### config.mk
export PLATFORM = sky130hd
export DESIGN_NAME = hazard_ctrl
export DESIGN_NICKNAME = d
export VERILOG_FILES = /design/src/rtl/hazard_ctrl.sv
export SDC_FILE = /design/constraint.sdc
export NUM_CORES = 1
export LEC_CHECK = 0
export CORE_MARGIN = 2
export CORE_UTILIZATION = 35
export CTS_CLUSTER_SIZE = 30
export DETAILED_ROUTE_END_ITERATION = 8
export PLACE_DENSITY = 0.65
export SYNTH_ARGS = -nofsm -noshare
export SYNTH_HDL_FRONTEND = slang
export SYNTH_SLANG_ARGS = --single-unit
### constraint.sdc
create_clock -name clk -period 4.6 [get_ports clk]
set_input_delay 0.69 -clock clk [delete_from_list [all_inputs] [get_ports clk]]
set_output_delay 0.69 -clock clk [all_outputs]
set_load 0.05 [all_outputs]
### src/rtl/hazard_ctrl.sv
// hazard_ctrl: pipeline sequencing controller for the 5-stage core.
// Resolves the hazards that operand forwarding cannot:
//   - load-use stall,
//   - taken-branch squash,
//   - freeze behind a multi-cycle MDU op held in EX.
// Also keeps saturating stall/flush counters for performance debug.
module hazard_ctrl #(
  parameter int MDU_LAT = 4,   // cycles an MDU op occupies EX (2..255)
  parameter int CNT_W   = 32   // width of the statistics counters
) (
  input  logic             clk,
  input  logic             arst_n,
  input  logic [4:0]       id_reg_rs,
  input  logic [4:0]       id_reg_rt,
  input  logic             id_uses_rt,
  input  logic             ex_mem_read,
  input  logic [4:0]       ex_reg_rd,
  input  logic             ex_branch_taken,
  input  logic             ex_mdu_start,
  output logic             pc_en,
  output logic             if_id_en,
  output logic             id_ex_en,
  output logic             if_id_flush,
  output logic             id_ex_flush,
  output logic             ex_mem_flush,
  output logic             mdu_done,
  output logic [CNT_W-1:0] stall_cnt,
  output logic [CNT_W-1:0] flush_cnt
);

  typedef enum logic {S_RUN, S_MDU_WAIT} state_t;

  // The counter is loaded with MDU_LAT-1 so that the start cycle plus
  // MDU_LAT-2 wait cycles are frozen and the final wait cycle releases.
  // With MDU_LAT=2 this loads 1, giving one MDU_WAIT cycle that is
  // directly the done cycle.
  localparam logic [7:0] LAT_M1 = 8'(MDU_LAT - 1);
  localparam logic [CNT_W-1:0] CNT_MAX = '1;

  state_t           r_state;
  logic [7:0]       r_mdu_cnt;
  logic [CNT_W-1:0] r_stall_cnt;
  logic [CNT_W-1:0] r_flush_cnt;

  logic w_load_use;
  logic w_rs_hit;
  logic w_rt_hit;

  // Load-use detection: a load to r0 never creates a dependency.
  always_comb begin
    w_rs_hit   = (ex_reg_rd == id_reg_rs);
    w_rt_hit   = id_uses_rt && (ex_reg_rd == id_reg_rt);
    w_load_use = ex_mem_read && (ex_reg_rd != 5'd0) && (w_rs_hit || w_rt_hit);
  end

  // Control outputs, combinational from state, counter and inputs; forced
  // to the free-running pattern while reset is asserted.
  always_comb begin
    pc_en        = 1'b1;
    if_id_en     = 1'b1;
    id_ex_en     = 1'b1;
    if_id_flush  = 1'b0;
    id_ex_flush  = 1'b0;
    ex_mem_flush = 1'b0;
    mdu_done     = 1'b0;
    if (arst_n) begin
      if (r_state == S_RUN) begin
        if (ex_branch_taken) begin
          if_id_flush = 1'b1;
          id_ex_flush = 1'b1;
        end else if (ex_mdu_start) begin
          pc_en        = 1'b0;
          if_id_en     = 1'b0;
          id_ex_en     = 1'b0;
          ex_mem_flush = 1'b1;
        end else if (w_load_use) begin
          // Hold PC and IF/ID, inject one bubble into ID/EX.
          pc_en       = 1'b0;
          if_id_en    = 1'b0;
          id_ex_flush = 1'b1;
        end
      end else begin
        if (r_mdu_cnt > 8'd1) begin
          pc_en        = 1'b0;
          if_id_en     = 1'b0;
          id_ex_en     = 1'b0;
          ex_mem_flush = 1'b1;
        end else begin
          mdu_done = 1'b1;
        end
      end
    end
  end

  // Sequencing FSM and MDU latency counter.
  always_ff @(posedge clk or negedge arst_n) begin
    if (!arst_n) begin
      r_state   <= S_RUN;
      r_mdu_cnt <= 8'd0;
    end else begin
      case (r_state)
        S_RUN: begin
          if (!ex_branch_taken && ex_mdu_start) begin
            r_state   <= S_MDU_WAIT;
            r_mdu_cnt <= LAT_M1;
          end
        end
        default: begin
          if (r_mdu_cnt > 8'd1) begin
            r_mdu_cnt <= r_mdu_cnt - 8'd1;
          end else begin
            r_state   <= S_RUN;
            r_mdu_cnt <= 8'd0;
          end
        end
      endcase
    end
  end

  // Saturating statistics: stalled cycles and taken-branch flushes.
  always_ff @(posedge clk or negedge arst_n) begin
    if (!arst_n) begin
      r_stall_cnt <= '0;
      r_flush_cnt <= '0;
    end else begin
      if (!pc_en && (r_stall_cnt != CNT_MAX)) begin
        r_stall_cnt <= r_stall_cnt + 1'b1;
      end
      if (if_id_flush && (r_flush_cnt != CNT_MAX)) begin
        r_flush_cnt <= r_flush_cnt + 1'b1;
      end
    end
  end

  assign stall_cnt = r_stall_cnt;
  assign flush_cnt = r_flush_cnt;

  // A stall and a branch squash are mutually exclusive in any cycle.
  a_stall_xor_flush : assert property (@(posedge clk) disable iff (!arst_n)
    !(!pc_en && if_id_flush));

  // mdu_done can only come out of the wait state.
  a_done_in_wait : assert property (@(posedge clk) disable iff (!arst_n)
    mdu_done |-> (r_state == S_MDU_WAIT));

endmodule

==> flow_metrics.env, run 1 <==
export IMPL_synth_top_family_by_area="simple AND/OR/NAND/NOR gates"
export IMPL_synth_edff_count=0
export IMPL_grt_pass1_vias=3002
export IMPL_cts_sinks=73
export IMPL_ys_ff_latch=73
export IMPL_nets=492
export IMPL_drc=0
export IMPL_synthMuxAreaShare_pct=1.801
export IMPL_synth_xor_area_share_pct=14.68
export IMPL_fp_row_count=37
export IMPL_root_buffer="clkbuf_8"
export IMPL_die_x_um=107.5
export IMPL_synth_most_common_cell="dfrtp_1"
export IMPL_wl_per_cell_um=14.38
export IMPL_grt_max_degree=73
export IMPL_power_density_nw_per_um2=441.0
export IMPL_path_class="flip-flop to output pin"
export IMPL_antenna_found_initial=0
export IMPL_antenna_cells=0
export IMPL_grt_pass1_wl_um=14680
export IMPL_report_final_slew_viol_count=0
export IMPL_r2r_start="r_mdu_cnt[0]$_DFFE_PN0P_"
export IMPL_initial_core_util_pct=36.17
export IMPL_post_cts_buffers=0
export IMPL_finalSetupTns_ns=0
export IMPL_pwr_share_seq_pct=37.1
export IMPL_worstPathMaxFanout=20
export IMPL_worst_setup_path_end_kind="output pin"
export IMPL_fp_coreArea_um2=10370
export IMPL_netlist_top_cells_count="dfrtp_1, xnor2_1, nand2_1, nand3_1, xor2_1"
export IMPL_synth_nets=392
export IMPL_synth_cell_types=48
export IMPL_synthAdderAreaFrac_pct=1.334
export IMPL_clkLatencyLatePin_ns=0.34
export IMPL_num_fill_cells=997
export IMPL_cts_tree="yes"
export IMPL_synth_top_area_cell="dfrtp_1"
export IMPL_multi_input_area_um2=1847
export IMPL_power_leakage_nw=2.064
export IMPL_ioPinCount=92
export IMPL_grtUsageTotal_pct=15.98
export IMPL_syn_avg_cell_area_um2=10.22
export IMPL_htreeDepth=3
export IMPL_swShare_pct=37.74
export IMPL_arrival_ns=3.41
export IMPL_rsz0062_at_grt="false"
export IMPL_cpMaxStageDelayCell="clkdlybuf4s50_1"
export IMPL_fp_dieH_um=107.5
export IMPL_hold_class="input port to async pin"
export IMPL_synth_top_area_share_pct=48.70
export IMPL_drt_wl_total_um=8746
export IMPL_port_buffers=91
export IMPL_ys_seq_area_share_pct=48.70
export IMPL_switchingPower_mw=0.8459
export IMPL_via_per_inst=5.104
export IMPL_syn_cell_area_um2=3751
export IMPL_required_ns=3.91
export IMPL_period_share_pct=89.16
export IMPL_p_int_mw=1.396
export IMPL_crit_chain="inv_1 > ha_1 > nor2_2 > and4b_4 > or4b_4 > o21ai_4 > inv_4 > clkdlybuf4s50_1"
export IMPL_ys_warnings_count=0
export IMPL_setup_viol=0
export IMPL_status="finished clean"
export IMPL_postRouteAntennaNets=0
export IMPL_dieArea_um2=11560
export IMPL_dp_hpwl_um=6384
export IMPL_period_needed_ns=4.102
export IMPL_peakVddDrop_v=0.0003605
export IMPL_slew_limit_headroom_pct=39.46
export IMPL_cts_hold_buf=0
export IMPL_drv_cap=0
export IMPL_synth_compound_area_share_pct=6.905
export IMPL_cts_made_buffers=9
export IMPL_clk_pin_slew_ns=0.08
export IMPL_fin_skew_ns=0.01273
export IMPL_p_total_mw=2.242
export IMPL_cts_resized=0
export IMPL_synth_area_leaders="dfrtp_1, xnor2_1, xor2_1, nand3_1, nand2_1"
export IMPL_firstDrtPassIters=4
export IMPL_ctsLongestPathBuffers=2
export IMPL_async_reset_ff_share_pct=100.0
export IMPL_fmax_ghz=0.2438
export IMPL_finalNonFillerCells=608
export IMPL_drive_gt1_share_pct=8.051
export IMPL_p_clk_share_pct=28.1
export IMPL_final_util_pct=49.01
export IMPL_drtIter0Drc=126
export IMPL_placedCellCount=592
export IMPL_syn_inst=367
export IMPL_ff_latch_area_um2=1827
export IMPL_gp_congestion=0.8188
export IMPL_final_hold_viol_count=0
export IMPL_yosys_most_used_dff="dfrtp_1"
export IMPL_synth_simple_area_share_pct=24.52
export IMPL_cp_startpoint="r_mdu_cnt[0]$_DFFE_PN0P_"
export IMPL_pwr_share_comb_pct=34.8
export IMPL_holdWs_ns=0.1309
export IMPL_grt_overflow_total=0
export IMPL_routed_via_count=3103
export IMPL_syn2layout_area_growth_pct=35.49
export IMPL_crit_path_start_kind="flip-flop"
export IMPL_slowest_delay_ns=0.74
export IMPL_tightestPinTransition_ns=0.9081
## flip-flops by register name, summed over array words and instances (netlist names)
signal	flops
flush_cnt	32
r_mdu_cnt	8
stall_cnt	32
r_state	1
## routing by layer
layer	wire (um)	GRT usage (%)	vias up	share of wire [%]
met2	3996	24.39	80	46
li1	-	-	1510	-
met4	130	5.769	0	1.5
met1	4145	22.51	1504	47
met3	473	3.208	9	5.4
met5	0	0	-	0
## layout make-up
class / instances / area share (%)
clock buffers: 10 / 2.708
clock inverters: 6 / 2.265
inverters: 10 / 0.7878
multi-input cells: 277 / 36.34
flip-flops and latches: 73 / 35.94
well taps: 136 / 3.348
repair buffers: 96 / 18.61
## cells by family (layout without fill, tap and decap cells)
| logic type | count (synthesis) | count (layout) |
|---|---|---|
| buf+inv | 17 | 122 |
| xor+xnor | 62 | 62 |
| compound gates | 37 | 37 |
| flops | 73 | 73 |
| mux | 6 | 6 |
| simple gates | 168 | 168 |
| fa+ha+maj | 4 | 4 |
## power by group through the flow
stage / sequential (mW) / combinational (mW) / clock (mW)
after floorplan: 1.00 / 0.366 / 0
after CTS: 0.831 / 0.788 / 0.644
final: 0.831 / 0.780 / 0.630
after global routing: 0.847 / 0.845 / 0.672
after detailed placement: 0.841 / 0.787 / 0
after global placement: 0.841 / 0.770 / 0
## critical path: cells and delay by family (launching register included)
family | cells | cell delay, ns
buffers and inverters | 3 | 1.01
AND/OR/NAND/NOR | 3 | 0.93
AO/OA/AOI/OAI | 1 | 0.42
flip-flops | 1 | 0.40
adder cells (fa/ha/maj) | 1 | 0.28
## per-stage QoR
step	cell area, um2	worst slack (ns)
after floorplan	3751	1.244
after CTS	5082	0.4853
after global routing	5082	0.3529
final	5082	0.4985
after detailed placement	4830	0.5821
after global placement	4830	0.6519
## layout by cell type (no fill, tap or decap), types with 2 or more instances in the layout
cell type | netlist | final
nor3_1 | 12 | 12
a31oi_1 | 5 | 5
or4_1 | 5 | 5
a21oi_1 | 6 | 6
nand3b_1 | 2 | 2
o41ai_1 | 2 | 2
clkinv_4 | 0 | 2
nand4_1 | 15 | 15
xnor2_1 | 38 | 38
o21a_1 | 2 | 2
ha_1 | 4 | 4
o31ai_1 | 4 | 4
nand3_1 | 28 | 28
o21ai_0 | 9 | 9
nor4_1 | 9 | 9
clkbuf_8 | 0 | 10
mux2_2 | 6 | 6
or4b_4 | 2 | 2
inv_1 | 9 | 9
buf_4 | 1 | 6
clkdlybuf4s50_1 | 0 | 90
and3_1 | 11 | 11
or3_1 | 5 | 5
nor2_1 | 22 | 22
nor2b_1 | 4 | 4
nand2b_1 | 2 | 2
xor2_1 | 23 | 23
and4_1 | 5 | 5
bufinv_16 | 0 | 3
nand2_1 | 32 | 32
dfrtp_1 | 73 | 73
and2_1 | 7 | 7
## final timing paths
kind                                                   to  slack, ns  cells past startpoint
worst min register to register  flush_cnt[15]$_DFFE_PN0P_       0.49                      1
min in group clk                flush_cnt[15]$_DFFE_PN0P_       0.49                      1
worst max-delay path                                pc_en       0.50                      8
worst min-delay path                    r_state$_DFF_PN0_       0.13                      1
max in group asynchronous        stall_cnt[5]$_DFFE_PN0P_       3.39                      2
worst max register to register  stall_cnt[29]$_DFFE_PN0P_       1.41                      9
No activity file was read; power rests on OpenSTA's default activity.
==> inputs of run 2 (changes only) <==
Settings changed: GPL_ROUTABILITY_DRIVEN set to 1.
==> results of run 2 <==
Final layout, timing and power as in run 1 (identical DEF).
==> inputs of run 3 (changes only) <==
Settings changed: CTS_CLUSTER_DIAMETER set to 100.
==> results of run 3 <==
Final layout, timing and power as in run 1 (identical DEF).
